<file path="config.mk">
export PLATFORM = sky130hd
export DESIGN_NAME = shift_issue
export DESIGN_NICKNAME = d
export VERILOG_FILES = /design/src/rtl/shift_pkg.sv /design/src/rtl/shift_mask_gen.sv /design/src/rtl/shift_issue.sv
export SDC_FILE = /design/constraint.sdc
export NUM_CORES = 1
export LEC_CHECK = 0
export BUFFER_PORTS_ARGS = -buffer_cell sky130_fd_sc_hd__buf_4
export CAP_MARGIN = 30
export CORE_MARGIN = 2
export CORE_UTILIZATION = 45
export CTS_BUF_LIST = sky130_fd_sc_hd__clkbuf_8 sky130_fd_sc_hd__clkbuf_16
export DETAILED_ROUTE_END_ITERATION = 8
export GPL_TIMING_DRIVEN = 0
export PLACE_DENSITY = 0.71
export SYNTH_ARGS = -nofsm -noshare
export SYNTH_HDL_FRONTEND = slang
export SYNTH_SLANG_ARGS = --single-unit
</file>
<file path="constraint.sdc">
create_clock -name clk -period 3.1 [get_ports clk]
set_clock_uncertainty 0.2 [all_clocks]
set_input_delay 0.62 -clock clk [delete_from_list [all_inputs] [get_ports clk]]
set_output_delay 0.62 -clock clk [all_outputs]
set_load 0.05 [all_outputs]
</file>
<file path="src/rtl/shift_pkg.sv">
// rtl/shift_pkg.sv - shared types, widths and bit-reverse helper for the shift issue block
package shift_pkg;

  localparam int DATA_W  = 64;
  localparam int SHAMT_W = 6;

  typedef enum logic [1:0] {
    OP_SRA = 2'd0,
    OP_SRL = 2'd1,
    OP_SLL = 2'd2,
    OP_RSV = 2'd3
  } shift_op_t;

  function automatic logic [DATA_W-1:0] bit_reverse(input logic [DATA_W-1:0] d);
    logic [DATA_W-1:0] r;
    for (int i = 0; i < DATA_W; i++) begin
      r[i] = d[DATA_W-1-i];
    end
    return r;
  endfunction

endpackage

</file>
<file path="src/rtl/shift_mask_gen.sv">
// rtl/shift_mask_gen.sv - thermometer mask: bit i set iff i <= 63 - shamt
module shift_mask_gen
  import shift_pkg::*;
(
  input  logic [SHAMT_W-1:0] shamt,
  output logic [DATA_W-1:0]  mask
);

  assign mask = {DATA_W{1'b1}} >> shamt;

endmodule

</file>
<file path="src/rtl/shift_issue.sv">
// rtl/shift_issue.sv - two-stage issue/response wrapper mapping SRA/SRL/SLL onto an arithmetic right-shift core
module shift_issue
  import shift_pkg::*;
#(
  parameter int TAG_W = 4
) (
  input  logic               clk,
  input  logic               rst_n,
  input  logic               req_valid,
  output logic               req_ready,
  input  logic [1:0]         req_op,
  input  logic [DATA_W-1:0]  req_data,
  input  logic [SHAMT_W-1:0] req_shamt,
  input  logic [TAG_W-1:0]   req_tag,
  output logic [DATA_W-1:0]  core_in,
  output logic [SHAMT_W-1:0] core_shamt,
  input  logic [DATA_W-1:0]  core_result,
  output logic               rsp_valid,
  input  logic               rsp_ready,
  output logic [DATA_W-1:0]  rsp_data,
  output logic [TAG_W-1:0]   rsp_tag,
  output logic               rsp_err
);

  logic               s1_valid;
  shift_op_t          s1_op;
  logic [TAG_W-1:0]   s1_tag;
  logic [DATA_W-1:0]  s1_data;
  logic [SHAMT_W-1:0] s1_shamt;

  logic               s2_valid;
  logic [DATA_W-1:0]  s2_data;
  logic [TAG_W-1:0]   s2_tag;
  logic               s2_err;

  logic               s2_free;
  logic               s1_move;
  logic               req_fire;
  logic [DATA_W-1:0]  mask;
  logic [DATA_W-1:0]  s2_next_data;
  logic               s2_next_err;
  shift_op_t          req_op_t;

  assign req_op_t  = shift_op_t'(req_op);
  assign s2_free   = !s2_valid || rsp_ready;
  assign s1_move   = s1_valid && s2_free;
  assign req_ready = !s1_valid || s2_free;
  assign req_fire  = req_valid && req_ready;

  assign core_in    = s1_data;
  assign core_shamt = s1_shamt;

  assign rsp_valid = s2_valid;
  assign rsp_data  = s2_data;
  assign rsp_tag   = s2_tag;
  assign rsp_err   = s2_err;

  shift_mask_gen u_mask (
    .shamt (s1_shamt),
    .mask  (mask)
  );

  // Left shifts ride the right-shift core on a bit-reversed operand; the mask strips sign fill.
  always_comb begin
    s2_next_data = '0;
    s2_next_err  = 1'b0;
    case (s1_op)
      OP_SRA:  s2_next_data = core_result;
      OP_SRL:  s2_next_data = core_result & mask;
      OP_SLL:  s2_next_data = bit_reverse(core_result & mask);
      default: s2_next_err  = 1'b1;
    endcase
  end

  always_ff @(posedge clk or negedge rst_n) begin
    if (!rst_n) begin
      s1_valid <= 1'b0;
      s1_op    <= OP_SRA;
      s1_tag   <= '0;
      s1_data  <= '0;
      s1_shamt <= '0;
    end else if (req_fire) begin
      s1_valid <= 1'b1;
      s1_op    <= req_op_t;
      s1_tag   <= req_tag;
      s1_data  <= (req_op_t == OP_SLL) ? bit_reverse(req_data) : req_data;
      s1_shamt <= req_shamt;
    end else if (s1_move) begin
      s1_valid <= 1'b0;
    end
  end

  always_ff @(posedge clk or negedge rst_n) begin
    if (!rst_n) begin
      s2_valid <= 1'b0;
      s2_data  <= '0;
      s2_tag   <= '0;
      s2_err   <= 1'b0;
    end else if (s1_move) begin
      s2_valid <= 1'b1;
      s2_data  <= s2_next_data;
      s2_tag   <= s1_tag;
      s2_err   <= s2_next_err;
    end else if (rsp_ready) begin
      s2_valid <= 1'b0;
    end
  end

endmodule

</file>
; After elaboration in Yosys (flattened, before gate mapping)
; Cells that the tools add are included.
[totals]
in_bits = 144
out_inout_bits = 141
elab_cells = 31
register_bits = 147
[classes]
bitwise = 1
n_shift = 1
reduce_logical = 10
mux = 7
eq_ne = 3
[ops]
columns = cell, n
row1 = $pmux 64 s3, 1
row2 = $and 64x64->64, 1
row3 = $mux 64, 1
row4 = $shr 64x6->64 const A, 1
row5 = $mux 1, 5
row6 = $eq 2x2->1 const B, 2
row7 = $reduce_bool 2->1, 2
row8 = $reduce_or 3->1, 1
row9 = $eq 2x1->1 const B, 1
row10 = $logic_and 1x1->1, 2
row11 = $logic_not 1->1, 2
row12 = $logic_not 2->1, 1
row13 = $logic_or 1x1->1, 2

; Logic depth before layout (Yosys ltp)
[depth]
depth_word = 5
depth_mapped = 7

; Hierarchy
; From an unflattened synthesis, not the netlist that was laid out.
[hier_totals]
hier_cells = 821
hier_area_um2 = 8919.8
[by_module_without_submodules]
columns = module, instances, cells_each, area_each_um2, seq_area_each_um2
row1 = shift_issue, 1, 718, 8365.5, 3678.5
row2 = shift_mask_gen, 1, 103, 554.3, 0.0

; Worst setup path after synthesis
; No wires, ideal clock.
[synth_timing]
path_type = register to register
start = reg s2_valid, in the netlist rsp_valid
end = reg s1_shamt[0], in the netlist core_shamt[0]
required_time_ns = 2.775
setup_slack_ns = 0.619
n_path_buf = 2
t_arrival_ns = 2.156
synth_period_minus_slack_ns = 2.481
setup_time_ns = 0.125
stages_incl_launch_ff = 6
path_cell_list = dfrtp_1 -> nand3b_1 -> nand2_1 -> buf_2 -> buf_6 -> mux2_2
[synth_via]
elab_chain_cells = 4
[synth_lines]
columns = element, line_no
row1 = start: declaration, shift_issue.sv:31  ; logic s2_valid;
row2 = start signal: assignment, shift_issue.sv:95  ; s2_valid <= 1'b0;
row3 = start signal: assignment, shift_issue.sv:100  ; s2_valid <= 1'b1;
row4 = start signal: assignment, shift_issue.sv:105  ; s2_valid <= 1'b0;
row5 = $logic_not 1->1, shift_issue.sv:45  ; assign s2_free = !s2_valid || rsp_ready;
row6 = $logic_or 1x1->1, shift_issue.sv:45
row7 = $logic_or 1x1->1, shift_issue.sv:47  ; assign req_ready = !s1_valid || s2_free;
row8 = net req_ready, shift_issue.sv:10  ; output logic req_ready,
row9 = $logic_and 1x1->1, shift_issue.sv:48  ; assign req_fire = req_valid && req_ready;
row10 = end signal: assignment, shift_issue.sv:87  ; s1_shamt <= req_shamt;
row11 = end: declaration, shift_issue.sv:29  ; logic [SHAMT_W-1:0] s1_shamt;
; The timed path passes the listed nets, and every way through them passes these cells.
; A chain may end at the register's enable or synchronous reset.

; Worst setup path in the final report
[layout_timing]
start = reg s1_shamt[3], in the netlist core_shamt[3]
end = reg s2_data[14], in the netlist rsp_data[14]
[layout_via]
elab_chain_cells = 3
[layout_lines]
columns = element, line_no
row1 = $shr 64x6->64, shift_mask_gen.sv:9  ; assign mask = {DATA_W{1'b1}} >> shamt;
row2 = $and 64x64->64, "shift_issue.sv:69, shift_issue.sv:70"
row3 = $pmux 64 s3, shift_issue.sv:67  ; case (s1_op)
row4 = end signal: assignment, shift_issue.sv:101  ; s2_data <= s2_next_data;
row5 = end: declaration, shift_issue.sv:32  ; logic [DATA_W-1:0] s2_data;
; No other way between the ends.

==> impl_results.md <==
- Run status: finished clean
- Unrepaired setup endpoints after global routing: no
- DRC violations left: 0
- Postcts setup bufs: 0
- # IOs: 285
- # diodes: 0
- Total clock buffers created by CTS: 17
- Post-synth EDFFs: 0
- Synth Instances: 821
- Die area: 18500 sq um
- Initial antenna violation count: 0
- Yosys top cell area share: 46.8%
- Critical Path End Type: flip-flop
- Crit-path max FO: 10
- Hold crit path type: input port to flip-flop
- Async S/R FF share, synth: 100%
- Synth Register Bits: 147
- Max clock buf depth: 2
- Vias: 8276
- Post-synth design cell area: 7860 sq um
- CTS Root Cell: clkbuf_16
- Die Width: 136 microns
- Startpoint Class: flip-flop
- RR Startpoint: core_shamt[3]$_DFFE_PN0P_
- Final worst setup slack: 702 ps
- R2R setup slack: 700 ps
- Total GRT Usage: 34.6%
- Vias in the first global route: 8185
- Dpl ws: 571 ps
- Slew @ Worst Pin: 1060 ps
- Vias per cell: 6.07
- Synth area leader: dfrtp_1
- Detailed Route Iter0 Violations: 811
- Worst Hold Slack: 197 ps
- Total gr overflow: 0
- DIE HEIGHT: 136 microns
- Setup TNS: 0 ps
- Count leader, synth: dfrtp_1
- Largest net degree at the start of global routing: 87
- Register area share after synthesis: 46.8%
- Area grow syn2layout: 38.3%
- Critical Path RT: 3240 ps
- Synth top area cells: dfrtp_1, mux2i_1, nand2_1
- Worst hold start: req_valid
- Total routed wirelength: 31.9 mm
- DR pass1 iterations: 7
- Final period utilization: 77.4%
- Worst EP arrival: 2540 ps
- Final ANT Viol Nets: 0
- CTS H-tree lvls: 4
- Final-report max-slew violation count: 0
- Row count: 48
- Final setup fails: 0
- Detailed Place HPWL: 23.8 mm
- Placeable Area: 17200 sq um
- Clk_lat worst skew: 440 ps
- CTS tree: yes
- Wirelength per Cell: 23.4 microns
- Syn nets: 965
- Synth top cells by count: dfrtp_1, nand2_1, o21ai_0, mux2i_1, buf_2
- Kind of critical path: flip-flop to flip-flop
- Num Clock Sinks: 147
- Lkg Pwr: 5.21 nW
- Final hold viol count: 0
- Clock transition at the registers of the reported paths: 60 ps
- Global-route wire length before repair: 48.0 mm
- Max cap viols: 0
- CP startpoint: core_shamt[3]$_DFFE_PN0P_
- Count of port buffers added during placement: 284
- Initial core utilization: 45.8%
- Worst vdd ir: 0.439 mV
- Pwr/cell area: 724 nW/um^2
- Synthesized area per cell: 9.57 sq um
- Netlist cell types: 65
- Final nets: 1270
- Ys flop type: dfrtp_1
- YS warnings: 0
- Relative slew slack: 28.7%
- Max Clock Freq: 0.417 GHz
- Layout cells sized above 1: 35.2%
- Routability-driven placement congestion ratio: 0.980
- Period minus WS final: 2400 ps
[critical path, cell delays in order, from the launching register on]
cell      delay, ps
dfrtp_1         490
buf_6           200
nor3_1          850
o21ai_0         300
o221ai_1        250
[cell type report]
class	instances	area [sq um]
Fill cell	1556	6310
Multi-Input combinational cell	592	3740
Sequential cell	147	3680
Timing Repair Buffer	286	2170
Clock buffer	18	439
Buffer	72	400
Tap cell	225	282
Clock inverter	14	115
Inverter	10	37.5
[metrics by stage]
step                cell area, sq um  cells  utilization, %  total power [mW]
finish                         10900   1364            63.3              7.86
global route                   10900   1364            63.3              8.16
CTS                            10900   1364            63.3              7.83
detailed placement             10300   1331            60.0              5.87
global placement               10300   1330            59.8              5.84
floorplan                       7860    821               -              4.61
[layer usage]
| layer | GRT usage [%] | vias to the layer above | part of all wire (%) |
|---|---|---|---|
| met5 | 0 | - | 0 |
| met4 | 18.1 | 0 | 4.4 |
| met3 | 9.84 | 103 | 12 |
| met2 | 53.8 | 561 | 46 |
| met1 | 43.9 | 3967 | 38 |
| li1 | - | 3645 | - |
[cells by family (layout without fill, tap and decap cells)]
kind of cell | after synthesis | count (layout) | share of synthesized area, %
compound gates | 265 | 265 | 22.6
buf+inv | 82 | 400 | 5.57
flops | 147 | 147 | 46.8
mux | 77 | 77 | 10.0
simple gates | 250 | 250 | 15.1
[state kept, by name (all words and copies together) (netlist names), 2 cells and up]
signal / count
core_shamt: 6
rsp_data: 64
s1_tag: 4
s1_op: 2
rsp_tag: 4
core_in: 64
[placed cells by master (no fill, tap or decap), types with 16 or more instances in the layout]
cell type and count:
a31oi_1 29, nand2_1 120, mux2i_1 65, nand3_1 25, clkbuf_16 17, o21ai_0 81, o211ai_1 33, buf_2 44
buf_4 287, clkbuf_1 16, nor2_1 40, a21oi_1 26, dfrtp_1 147
[report_power, final]
part	internal (mW)	leakage, nW	switching [mW]
clock	1.12	0.275	0.866
combinational	1.01	3.13	2.35
sequential	2.27	1.80	0.244
[final timing paths]
path | to | cells past startpoint
max | rsp_data[14]$_DFFE_PN0P_ | 4
min | s1_valid$_DFFE_PN0P_ | 2
max reg2reg | rsp_data[14]$_DFFE_PN0P_ | 4
min in group asynchronous | rsp_data[32]$_DFFE_PN0P_ | 2
min reg2reg | rsp_tag[1]$_DFFE_PN0P_ | 2
max in group asynchronous | core_in[40]$_DFFE_PN0P_ | 3
[timing repair]
action | CTS | global route
endpoints found under the hold margin | 12 | 0
resized for setup | 0 | 0
hold buffers | 1 | 0
Note: power is estimated with default switching activity, not from simulation.
